<file path="src/rtl/ntt_coef_loader.sv">
// Pops FIFO A/B in lockstep, unpacks {tag,addr,coef} and writes both RAM ports; pop->ram_we is 2 cycles.
// Pops stall the same cycle either FIFO reports empty; in-flight pops always complete.
module ntt_coef_loader #(
  parameter int N  = 256,
  parameter int AW = 8,
  parameter int DW = 16
) (
  input  logic          clk,
  input  logic          rst,
  input  logic          start,
  input  logic [31:0]   fifo_a_dat,
  input  logic          fifo_a_empty,
  output logic          fifo_a_rdreq,
  input  logic [31:0]   fifo_b_dat,
  input  logic          fifo_b_empty,
  output logic          fifo_b_rdreq,
  output logic          ram_we,
  output logic [AW-1:0] ram_addr_a,
  output logic [DW-1:0] ram_din_a,
  output logic [AW-1:0] ram_addr_b,
  output logic [DW-1:0] ram_din_b,
  output logic          busy,
  output logic          in_done,
  output logic          err
);

  localparam int BEATS = N / 2;
  localparam int CW    = $clog2(BEATS + 1);
  localparam logic [CW-1:0] BEATS_C = CW'(BEATS);

  typedef enum logic [1:0] {IDLE, RUN, DONE} state_t;

  state_t        state_q, state_d;
  logic [CW-1:0] issued_q, issued_d;
  logic [CW-1:0] written_q, written_d;
  logic          err_q, err_d;
  logic          vld_q;
  logic          ram_we_q;
  logic [AW-1:0] addr_a_q, addr_b_q;
  logic [DW-1:0] din_a_q, din_b_q;
  logic          pop;
  logic          beat_bad;
  logic [AW-1:0] exp_addr_a, exp_addr_b;

  // Beat k must carry addresses 2k / 2k+1 (mod 2^AW) and zero tags on both words.
  assign exp_addr_a = AW'({written_q, 1'b0});
  assign exp_addr_b = exp_addr_a | AW'(1);
  assign beat_bad   = (AW'(fifo_a_dat[23:16]) != exp_addr_a) ||
                      (AW'(fifo_b_dat[23:16]) != exp_addr_b) ||
                      (fifo_a_dat[31:24] != 8'h00) ||
                      (fifo_b_dat[31:24] != 8'h00);

  always_comb begin
    state_d   = state_q;
    issued_d  = issued_q;
    written_d = written_q;
    err_d     = err_q;
    pop       = 1'b0;
    case (state_q)
      IDLE, DONE: begin
        if (start) begin
          state_d   = RUN;
          issued_d  = '0;
          written_d = '0;
          err_d     = 1'b0;
        end
      end
      RUN: begin
        pop = !fifo_a_empty && !fifo_b_empty && (issued_q < BEATS_C);
        if (pop) issued_d = issued_q + CW'(1);
        if (vld_q) begin
          written_d = written_q + CW'(1);
          if (beat_bad) err_d = 1'b1;
        end
        // written_q already counts the beat on the ram_we cycle, so the last write lands before DONE.
        if (ram_we_q && (written_q == BEATS_C)) state_d = DONE;
      end
      default: state_d = IDLE;
    endcase
  end

  always_ff @(posedge clk or negedge rst) begin
    if (!rst) begin
      state_q   <= IDLE;
      issued_q  <= '0;
      written_q <= '0;
      err_q     <= 1'b0;
      vld_q     <= 1'b0;
      ram_we_q  <= 1'b0;
      addr_a_q  <= '0;
      addr_b_q  <= '0;
      din_a_q   <= '0;
      din_b_q   <= '0;
    end else begin
      state_q   <= state_d;
      issued_q  <= issued_d;
      written_q <= written_d;
      err_q     <= err_d;
      vld_q     <= pop;
      ram_we_q  <= vld_q;
      if (vld_q) begin
        addr_a_q <= AW'(fifo_a_dat[23:16]);
        addr_b_q <= AW'(fifo_b_dat[23:16]);
        din_a_q  <= DW'(fifo_a_dat[15:0]);
        din_b_q  <= DW'(fifo_b_dat[15:0]);
      end
    end
  end

  assign fifo_a_rdreq = pop;
  assign fifo_b_rdreq = pop;
  assign ram_we       = ram_we_q;
  assign ram_addr_a   = addr_a_q;
  assign ram_addr_b   = addr_b_q;
  assign ram_din_a    = din_a_q;
  assign ram_din_b    = din_b_q;
  assign busy         = (state_q == RUN);
  assign in_done      = (state_q == DONE);
  assign err          = err_q;

endmodule

</file>
<file path="config.mk">
export PLATFORM = sky130hd
export DESIGN_NAME = ntt_coef_loader
export DESIGN_NICKNAME = d
export VERILOG_FILES = /design/src/rtl/ntt_coef_loader.sv
export SDC_FILE = /design/constraint.sdc
export NUM_CORES = 1
export LEC_CHECK = 0
export CAP_MARGIN = 20
export CORE_MARGIN = 3
export CORE_UTILIZATION = 43
export CTS_BUF_LIST = sky130_fd_sc_hd__clkbuf_8
export DETAILED_ROUTE_END_ITERATION = 12
export DONT_BUFFER_PORTS = 1
export SLEW_MARGIN = 20
export SYNTH_ARGS = -nofsm -noshare
export SYNTH_HDL_FRONTEND = slang
export SYNTH_SLANG_ARGS = --single-unit
</file>
<file path="constraint.sdc">
create_clock -name clk -period 3.3 [get_ports clk]
set_clock_uncertainty 0.05 [all_clocks]
set_input_delay 0.66 -clock clk [delete_from_list [all_inputs] [get_ports clk]]
set_output_delay 0.66 -clock clk [all_outputs]
set_load 0.01 [all_outputs]
</file>
[Yosys cells after proc, flatten, opt, wreduce, memory -nomap -nowiden]
Index checks and enable logic that the tools add are counted.
Storage, ports and cells
  register bits: 69
  input bits: 69
  output and inout port bits: 54
  logic and storage cells: 53
Cells by class
  add/subtract/negate cells: 2
  magnitude comparators: 1
  eq/ne operators: 10
  multiplexer cells: 13
  reductions and logical operators: 17
Operators with widths (number)
  one-hot mux 8 bit (2 select lines): 2
  two-way mux 8 bit: 3
  adder 8 x 1 -> 8 bit, second input constant: 2
  inequality test 8 bit: 2
  nonzero test 8 bit: 2
  == test 8 bit, second input constant: 1
  < comparator 8 bit, second input constant: 1
  inequality test 2 x 1 -> 1 bit, second input constant: 4
  AND reduction 3 bit: 2
  two-way mux 1 bit: 4
  two-way mux 2 bit: 2
  one-hot mux 2 bit (2 select lines): 1
  AND reduction 4 bit: 1
  logical AND 1 bit: 3
  logical OR 1 bit: 3
  == test 2 x 1 -> 1 bit, second input constant: 1
  == test 2 bit, second input constant: 1
  zero test 1 bit: 2
  zero test 2 bit: 1
  inequality test 2 bit, second input constant: 1
  one-hot mux 1 bit (2 select lines): 1
  AND reduction 2 bit: 1
  nonzero test 2 bit: 1
  OR reduction 2 bit: 1

[Longest topological paths before layout]
  word-level depth: 7
  depth in mapped cells: 5
  depth with buffers taken out: 5

[Worst setup path after synthesis]
Ideal clock, no wire load.
  path kind: in2out
  from: input port fifo_b_empty
  to: output port fifo_b_rdreq
  arrival time: 1.737 ns
  data required time: 2.590 ns
  setup slack: 0.853 ns
  stages: 4
  buffers on the path: 1
  cell sequence: or4b_4 -> or2_4 -> inv_1 -> buf_4
Between the ends
  longest elaborated chain between the ends: 4
RTL lines
  start, declared: line 15  | input logic fifo_b_empty,
  zero test 1 bit: line 69  | pop = !fifo_a_empty && !fifo_b_empty && (issued_q < BEATS_C);
  logical AND 1 bit (2 in series): line 69
  two-way mux 1 bit: line 59  | case (state_q)
  end, declared: line 16  | output logic fifo_b_rdreq,
Every way passes these cells.

[Final worst setup path]
  from: register state_q[1]
  to: output port fifo_b_rdreq
Between the ends
  longest elaborated chain between the ends: 2
RTL lines
  start, declared: line 33  | state_t state_q, state_d;
  start signal, assigned: line 95  | state_q <= state_d;
  == test 2 x 1 -> 1 bit: line 59
  two-way mux 1 bit: line 59
Every way passes these cells.

==> impl_results.html <==
<table>
<tr><th>Metric</th><th>Value</th></tr>
<tr><th colspan="2">Run status</th></tr>
<tr><td>Outcome</td><td>finished, final reports clean</td></tr>
<tr><th colspan="2">Clock tree</th></tr>
<tr><td>Max Buffers Root-to-Sink</td><td>2</td></tr>
<tr><td>Clock slew at the register clock pins of the worst setup and hold paths</td><td>0.07 ns</td></tr>
<tr><td>Setup bufs post-CTS</td><td>0</td></tr>
<tr><td>Clock Sinks</td><td>between 60 and 70</td></tr>
<tr><td>Clock latency reported for the late side of the worst-skew pair</td><td>0.34 ns</td></tr>
<tr><td>Number of H-tree branching levels</td><td>3</td></tr>
<tr><td>Clk root buf</td><td>sky130_fd_sc_hd__clkbuf_8</td></tr>
<tr><td>Inserted Clock Buffers</td><td>9</td></tr>
<tr><td>CTS tree</td><td>done</td></tr>
<tr><th colspan="2">Finish</th></tr>
<tr><td>Number of filler cells placed in the layout</td><td>579</td></tr>
<tr><td>Fraction of the core area covered by cells at the end of the flow</td><td>50.2%</td></tr>
<tr><td>Area taken by multi-input logic gates</td><td>around 1100 um^2</td></tr>
<tr><td>Fraction of final layout cells with drive strength greater than 1</td><td>30.0%</td></tr>
<tr><td>Total inserted antenna cells</td><td>0</td></tr>
<tr><td>Sequential cell area</td><td>1730 um^2</td></tr>
<tr><td># nets final</td><td>304</td></tr>
<tr><td>Relative area change from synthesis to final layout</td><td>11.0%</td></tr>
<tr><th colspan="2">Synthesis</th></tr>
<tr><td>Count of flip-flops with a built-in enable after synthesis</td><td>0</td></tr>
<tr><td>Commonest cells in the synthesized netlist</td><td>sky130_fd_sc_hd__dfrtp_1 (69), sky130_fd_sc_hd__mux2_2 (48), sky130_fd_sc_hd__nor2_1 (10)</td></tr>
<tr><td>Area of the mapped netlist</td><td>2940 um^2</td></tr>
<tr><td>Mean cell area of the mapped netlist</td><td>12.8 um^2</td></tr>
<tr><td>Most frequent cell after synthesis</td><td>sky130_fd_sc_hd__dfrtp_1</td></tr>
<tr><td>Largest cells by area after synthesis</td><td>sky130_fd_sc_hd__dfrtp_1 (59%), sky130_fd_sc_hd__mux2_2 (18%), sky130_fd_sc_hd__xnor2_1 (1.8%)</td></tr>
<tr><td>Share of synthesized area occupied by flip-flops and latches</td><td>slightly below 60%</td></tr>
<tr><td>Seq cells post-synth</td><td>a little under 70</td></tr>
<tr><td>Ys async rst share</td><td>100%</td></tr>
<tr><td>Post-Synthesis Net Count</td><td>roughly 300</td></tr>
<tr><td>Synth cell types</td><td>38</td></tr>
<tr><td>Number of warning messages in the yosys log</td><td>0</td></tr>
<tr><td>Most common flop cell mapped by yosys</td><td>sky130_fd_sc_hd__dfrtp_1</td></tr>
<tr><td>Dominant cell type by area after synthesis</td><td>sky130_fd_sc_hd__dfrtp_1</td></tr>
<tr><td>Number of instances in the synthesized netlist</td><td>229</td></tr>
<tr><td>Proportion of netlist area held by the largest area contributor</td><td>58.7%</td></tr>
<tr><th colspan="2">Detailed routing</th></tr>
<tr><td>Detail-routed net length per standard cell</td><td>~19 um</td></tr>
<tr><td>Sum of routed wire length over all layers</td><td>around 5.9 mm</td></tr>
<tr><td>Detailed-route via count</td><td>1,753</td></tr>
<tr><td>1st-pass router iterations</td><td>4</td></tr>
<tr><td>First DRT Iteration DRCs</td><td>53</td></tr>
<tr><td>Via density per instance</td><td>5.58</td></tr>
<tr><td>DRC violations left</td><td>0</td></tr>
<tr><td>Final ANT Viol Nets</td><td>0</td></tr>
<tr><th colspan="2">Pwr</th></tr>
<tr><td>Reported leakage power</td><td>1.36 nW</td></tr>
<tr><td>Power density over the cells</td><td>about 960 nW/um^2</td></tr>
<tr><td>Post-layout total power</td><td>3.12 mW</td></tr>
<tr><td>Peak VDD IR</td><td>0.504 mV</td></tr>
<tr><th colspan="2">Floorplan</th></tr>
<tr><td>Floorplan die width</td><td>88.7 um</td></tr>
<tr><td>Placeable core area</td><td>6490 um^2</td></tr>
<tr><td>Die Ht</td><td>88.7 um</td></tr>
<tr><td>Count of pins on the block boundary</td><td>123</td></tr>
<tr><td>Initial cell density of the core</td><td>between 40% and 50%</td></tr>
<tr><td>Die outline area</td><td>7860 um^2</td></tr>
<tr><td>Number of placement rows</td><td>29</td></tr>
<tr><th colspan="2">Global routing</th></tr>
<tr><td>Number of global-route vias before repair</td><td>1,791</td></tr>
<tr><td>Global-route wire length before repair</td><td>9.20 mm</td></tr>
<tr><td>Largest net degree at the start of global routing</td><td>70</td></tr>
<tr><td>Sum of overflow across all layers after global routing</td><td>0</td></tr>
<tr><td>Combined global-route utilization of all metal layers</td><td>about 16%</td></tr>
<tr><td>Number of antenna violations at the first check in global routing</td><td>0</td></tr>
<tr><th colspan="2">Timing</th></tr>
<tr><td>Slew of the pin with the lowest slew margin</td><td>0.773 ns</td></tr>
<tr><td>Minimum hold slack</td><td>0.139 ns</td></tr>
<tr><td>Slack of the critical path</td><td>0.782 ns</td></tr>
<tr><td>Final clock period utilization by the worst path</td><td>76.3%</td></tr>
<tr><td>Final setup vio count</td><td>0</td></tr>
<tr><td>Total Neg Setup Slack</td><td>0 ns</td></tr>
<tr><td>Pins over their slew limit</td><td>0</td></tr>
<tr><td>Period minus WS final</td><td>2.52 ns</td></tr>
<tr><td>Maximum frequency from static timing analysis</td><td>around 400 MHz</td></tr>
<tr><td>Final hold violations</td><td>0</td></tr>
<tr><td>Headroom to the max-slew limit</td><td>48.3%</td></tr>
<tr><td>Setup repair after global routing missed its margin</td><td>false</td></tr>
<tr><th colspan="2">Worst setup path</th></tr>
<tr><td>CP Data Arrival Time</td><td>~1.8 ns</td></tr>
<tr><td>Critical Path Start Type</td><td>register</td></tr>
<tr><td>Crit Path Category</td><td>register to output pin</td></tr>
<tr><td>Worst EP required</td><td>2.59 ns</td></tr>
<tr><td>Number of cell instances on the worst register-to-register path</td><td>5</td></tr>
<tr><td>Critical path fanouts, max</td><td>5</td></tr>
<tr><td>Crit end category</td><td>output pin</td></tr>
<tr><th colspan="2">Min path</th></tr>
<tr><td>Worst hold path class</td><td>input pin to asynchronous set/reset pin</td></tr>
<tr><th colspan="2">Placed design</th></tr>
<tr><td>Worst setup timing slack at the placement stage</td><td>0.909 ns</td></tr>
<tr><td>Weighted congestion at the end of routability-driven global placement</td><td>0.765</td></tr>
<tr><td>Number of buffers added on ports</td><td>0</td></tr>
<tr><td>Half-perimeter wire length after detailed placement</td><td>~4.2 mm</td></tr>
<tr><th colspan="2">Flow run</th></tr>
<tr><td>Number of max-capacitance violations reported</td><td>0</td></tr>
</table>
==> layer usage <==
layer  wire length (um)  vias up  global-route usage (%)
li1                   -      824                       -
met2               2820       70                    23.4
met3                597        6                    8.57
met5                  0        -                       0
met4                 64        0                    4.53
met1               2430      853                    19.9
==> cell families after synthesis <==
logic type	after synthesis	share of synthesized area, %
buffers and inverters	17	2.30
XOR/XNOR	9	2.68
AND/OR/NAND/NOR	65	12.3
flip-flops	69	58.7
AO/OA/AOI/OAI	17	3.92
multiplexers	49	18.7
adder cells (fa/ha/maj)	3	1.28
==> stage by stage <==
| step | std cells | cell area [um^2] |
|---|---|---|
| 2_1_floorplan | 229 | 2940 |
| 3_3_place_gp | 297 | 3000 |
| 3_5_place_dp | 297 | 3000 |
| 4_1_cts | 314 | 3260 |
| 5_1_grt | 314 | 3260 |
| 6_report | 314 | 3260 |
==> state kept, by name, summed over array words and instances (netlist names) <==
| register | flops |
|---|---|
| issued_q | 8 |
| ram_din_a | 16 |
| ram_addr_a | 8 |
| ram_addr_b | 8 |
| state_q | 2 |
| vld_q | 1 |
| written_q | 8 |
| err | 1 |
| ram_din_b | 16 |
| ram_we | 1 |
==> repair_timing <==
action                                 CTS  global route
hold buffers                             1             0
gates resized for setup                  0             0
endpoints found under the hold margin   69             0
==> where the power goes <==
| part | internal (mW) | leakage (nW) | switching (mW) |
|---|---|---|---|
| registers | 1.24 | 0.827 | 0.497 |
| clock network | 0.451 | 0.113 | 0.323 |
| logic | 0.377 | 0.416 | 0.238 |
==> worst max-delay path, cell delays in order, from the launching register on <==
cell and delay, ns:
sky130_fd_sc_hd__dfrtp_1 0.41, sky130_fd_sc_hd__or4b_4 0.58, sky130_fd_sc_hd__or2_4 0.27, sky130_fd_sc_hd__inv_1 0.21
==> layout by cell type (no fill, tap or decap), drive strengths merged, types with 3 or more instances in the layout <==
master  synthesis  final
dfrtp          69     69
mux2           48     48
nor2           10     10
clkbuf          4     10
nand2           9      9
nand3           9      9
nor3            8      8
inv             7      8
nor4            7      7
xnor2           6      6
o21ai           6      6
and3            5      5
nand4           3      3
xor2            3      3
or3             3      3
ha              3      3
==> final timing paths <==
path	from	to	slack, ns
max in group asynchronous	rst	ram_din_b[1]$_DFFE_PN0P_	2.76
min	rst	issued_q[2]$_DFFE_PN0P_	0.14
max	state_q[1]$_DFFE_PN0P_	fifo_b_rdreq	0.78
min in group clk	fifo_b_dat[5]	ram_din_b[5]$_DFFE_PN0P_	0.41
max reg2reg	written_q[0]$_DFFE_PN0P_	state_q[0]$_DFFE_PN0P_	1.35
min reg2reg	issued_q[0]$_DFFE_PN0P_	issued_q[0]$_DFFE_PN0P_	0.48
==> cell type report <==
class	count	area share, %
inverters	7	0.806
clock buffers	10	4.22
multi-input cells	143	35.1
clock inverters	6	2.88
well taps	77	2.95
flip-flops and latches	69	53.0
repair buffers	2	1.07
(Power assumes the default switching activity.)
==> RTL change 1 (same settings) <==
Re-encode `state_t` (3 states) as one-hot, 3 bits wide.
--- a/src/rtl/ntt_coef_loader.sv
+++ b/src/rtl/ntt_coef_loader.sv
@@ -28,7 +28,7 @@
   localparam int CW    = $clog2(BEATS + 1);
   localparam logic [CW-1:0] BEATS_C = CW'(BEATS);
 
-  typedef enum logic [1:0] {IDLE, RUN, DONE} state_t;
+  typedef enum logic [2:0] {IDLE = 3'b001, RUN = 3'b010, DONE = 3'b100} state_t;
 
   state_t        state_q, state_d;
   logic [CW-1:0] issued_q, issued_d;
Behaviour: same outputs for any inputs over 10 cycles, from zero or initial values and one cycle with rst low; not proved beyond that.
==> RTL change 1 against the unedited design <==
  * Power decreased by 12%
  * Sequential power fell by 9.8%
  * Routed wire length grew 9.0%
  * Area after synthesis increased by 8.0%
  * First-iteration DRC count grew 68%
  * Worst setup slack got worse by 0.075 ns
  * Sequential cell count increased by 1
  * Final cell count rose by 14%
  * Count of clock-buffer cells in the layout down 1
  * Design area rose by 6.4%
  * Die area grew 7.5%
  * Utilization shrank 0.53 points
==> RTL change 1: results (changes against the unedited design) <==
| Metric | Value |
|---|---|
| Post-synthesis mux area share | `19.2% (+0.50 points)` |
| Layout cells sized above 1 | `28.0% (-2.0 points)` |
| Final setup margin | `0.707 ns (-0.0748 ns)` |
| Crit Path Max Fanout | `9 (+4)` |
| ANT cells | `0 (unchanged)` |
| Worst R2R End | `written_q[5]` |
| Warnings from Yosys | `0 (unchanged)` |
| Global-route wire length before repair | `10200 microns (+11%)` |
| CP arrival | `1.88 ns (+0.07 ns)` |
| Register area share after synthesis | `55.2% (-3.5 points)` |
| WL met1 | `2700 microns (+11%)` |
| Switching pwr | `925 uW (-13%)` |
| Post-Synth Adder-Cell Area | `1.18% (-0.095 points)` |
| Met2 wire length | `3010 microns (+6.5%)` |
| Met1 Use GR | `19.4% (-0.47 points)` |
| Combinational Power Share | `17.9% (-1.8 points)` |
| Slew @ Worst Pin | `0.637 ns (-0.136 ns)` |
| Fill cell count | `646 (+12%)` |
| Routability cong. | `0.710 (-7.3%)` |
| Largest cells by area after synthesis | `dfrtp_1, mux2_2, nand2_1` |
| Status | `finished, final reports clean` |
| Synth cell types | `46 (+21%)` |
| GR Util All Layers | `15.8% (+0.097 points)` |
| Synth top cells by count | `dfrtp_1, mux2_2, nand2_1` |
| Drt via density | `5.54 (-0.86%)` |
| Routing usage on met2 | `23.3% (-0.12 points)` |
| R2R depth | `4 (-1)` |
| Total iterations of the first detailed-routing run | `4 (unchanged)` |
| Met3 Resource Use GR | `8.78% (+0.21 points)` |
| Leak | `1.48 nW (+9.3%)` |
| Critical R2R Launch | `state_q[2]` |
| DP Worst Slack | `0.843 ns (-0.0663 ns)` |
| Initial detailed-routing violation count | `89 (+68%)` |
| Post-synthesis compound-gate area fraction | `6.42% (+2.5 points)` |
| Post-Synth XOR/XNOR Area | `0.552% (-2.1 points)` |
| Clock Root Buffer | `clkbuf_8` |
| Routed met3 length | `628 microns (+5.2%)` |
| Peak VDD IR | `0.398 mV (-21%)` |
| P_clk | `694 uW (-10%)` |
| Asr flop ratio synth | `100% (unchanged)` |
[RTL change 1: cell count changes after synthesis, moves of 3 or more]
| cell | delta |
|---|---|
| nor2_1 | -5 |
| nand2_1 | +14 |
| a21oi_1 | +3 |
| mux2i_1 | +6 |
| nand3_1 | -3 |
| and2_1 | +3 |
| a21boi_1 | +3 |
| nand2b_1 | +5 |
| xnor2_1 | -5 |
[RTL change 1: cell families (layout without fill, tap and decap cells)]
| group | count (synthesis) | in the layout |
|---|---|---|
| buffers and inverters | 18 | 23 |
| AOI/OAI and AO/OA | 29 | 29 |
| and+or+nand+nor | 79 | 79 |
| adders and majority gates | 3 | 3 |
| muxes | 55 | 55 |
| xor gates and xnor gates | 2 | 2 |
| DFF | 70 | 70 |
[RTL change 1: final cells by class]
| type | count | area (sq um) | area share [%] |
|---|---|---|---|
| Multi-Input combinational cell | 168 | 1340 | 38.7 |
| Clock inverter | 7 | 75.1 | 2.16 |
| Tap cell | 96 | 120 | 3.46 |
| Clock buffer | 9 | 124 | 3.57 |
| Inverter | 5 | 18.8 | 0.541 |
| Timing Repair Buffer | 2 | 35.0 | 1.01 |
| Sequential cell | 70 | 1750 | 50.6 |
[RTL change 1: stage by stage]
stage	utilization, %	power (mW)	hold slack (ns)	std cells	instance area, sq um
after floorplan	-	1.94	0.314	256	3170
after global placement	46.5	2.04	0.317	340	3240
after detailed placement	46.5	2.06	0.318	340	3240
after CTS	49.7	2.79	0.0767	357	3470
after global routing	49.7	2.91	0.0688	357	3470
final	49.7	2.75	0.0978	357	3470
[RTL change 1: worst max-delay path: stages, from the launching register on]
cell,delay [ns]
dfrtp_1,0.48
or4b_4,0.56
nor3_2,0.50
==> RTL change 2 (same settings) <==
Without the edit above. The parameter `N` goes from 256 to 512.
--- a/src/rtl/ntt_coef_loader.sv
+++ b/src/rtl/ntt_coef_loader.sv
@@ -1,7 +1,7 @@
 // Pops FIFO A/B in lockstep, unpacks {tag,addr,coef} and writes both RAM ports; pop->ram_we is 2 cycles.
 // Pops stall the same cycle either FIFO reports empty; in-flight pops always complete.
 module ntt_coef_loader #(
-  parameter int N  = 256,
+  parameter int N  = 512,
   parameter int AW = 8,
   parameter int DW = 16
 ) (
Check against the original RTL: no difference found for any inputs over 10 cycles, from zero or initial values and one cycle with rst low; that may be too few to reach the edited logic, so the function may still have changed.
==> RTL change 2 against the unedited design <==
  * Maximum frequency up 0.37%
  * Final cell count up 8.0%
  * Register-to-register slack better by 0.12 ns
  * Utilization up 0.49 points
  * Worst setup slack better by 0.0092 ns
  * Sequential share of layout area up 0.41 points
  * Design area up 2.1%
  * Area after synthesis up 2.8%
  * Global-route usage down 0.13 points
  * Power down 19%
  * Combinational power down 34%
  * Routed wire length up 1.7%
  * Sequential cell count up 2
==> RTL change 2: results (changes against the unedited design) <==
| Metric | Value |
|---|---|
| Global-route wire length before repair | `10200 microns (+11%)` |
| Peak VDD IR | `0.373 mV (-26%)` |
| Post-synthesis compound-gate area fraction | `3.23% (-0.69 points)` |
| Largest cells by area after synthesis | `dfrtp_1, mux2_2, xnor2_1` |
| Leak | `1.37 nW (+1.1%)` |
| Synth cell types | `35 (-7.9%)` |
| R2r setup slk | `1.47 ns (+0.12 ns)` |
| CP endpoint | `fifo_a_rdreq` |
| Synth top cells by count | `dfrtp_1, mux2_2, nor2_1` |
| Status | `finished, final reports clean` |
| DP Worst Slack | `0.946 ns (+0.0366 ns)` |
| Comb pwr | `407 uW (-34%)` |
| Largest net degree at the start of global routing | `72 (+2.9%)` |
| Post-synthesis mux area share | `18.6% (-0.18 points)` |
| P per Cell Area | `764 nW/um^2 (-20%)` |
| Slew @ Worst Pin | `0.882 ns (+0.110 ns)` |
| Drt via density | `5.40 (-3.2%)` |
| Mean post-synth cell area | `12.7 sq um (-0.66%)` |
| DPL Wire Length | `4380 microns (+3.9%)` |
| Hold Worst Slack | `0.148 ns (+0.00889 ns)` |
| Post-Place Cell Area | `3110 sq um (+3.5%)` |
| Crit Path Max Fanout | `6 (+1)` |
| Power Sequential | `1.46 mW (-16%)` |
| Worst R2R End | `issued_q[0]` |
| Final std cells w/o fill | `339 (+8.0%)` |
| Routability cong. | `0.809 (+5.8%)` |
| Dpl cells | `322 (+8.4%)` |
| Post-Synth XOR/XNOR Area | `2.90% (+0.22 points)` |
==> RTL change 2: kinds of logic after synthesis <==
group,after synthesis
buffers and inverters,16
adder cells (fa/ha/maj),3
multiplexers,50
flip-flops,71
AND/OR/NAND/NOR,71
XOR/XNOR,10
AO/OA/AOI/OAI,16
==> RTL change 2: cell type report <==
| type | instances | share of cell area, % |
|---|---|---|
| flip-flops and latches | 71 | 53.4 |
| multi-input cells | 150 | 35.4 |
| clock buffers | 9 | 3.72 |
| well taps | 93 | 3.49 |
| clock inverters | 7 | 2.18 |
| repair buffers | 2 | 1.05 |
| inverters | 7 | 0.789 |
==> RTL change 2: worst max-delay path, delay by kind of cell (launching register included) <==
family / cells / cell delay (ns)
AND/OR/NAND/NOR: 2 / 1.04
flip-flops: 1 / 0.43
==> RTL change 2: per-layer routing <==
metal,up-vias,share of wire (%),GRT usage [%]
li1,859,-,-
met1,905,42,18.9
met2,63,48,25.2
met3,5,8.8,6.09
met4,0,0.91,6.00
met5,-,0,0
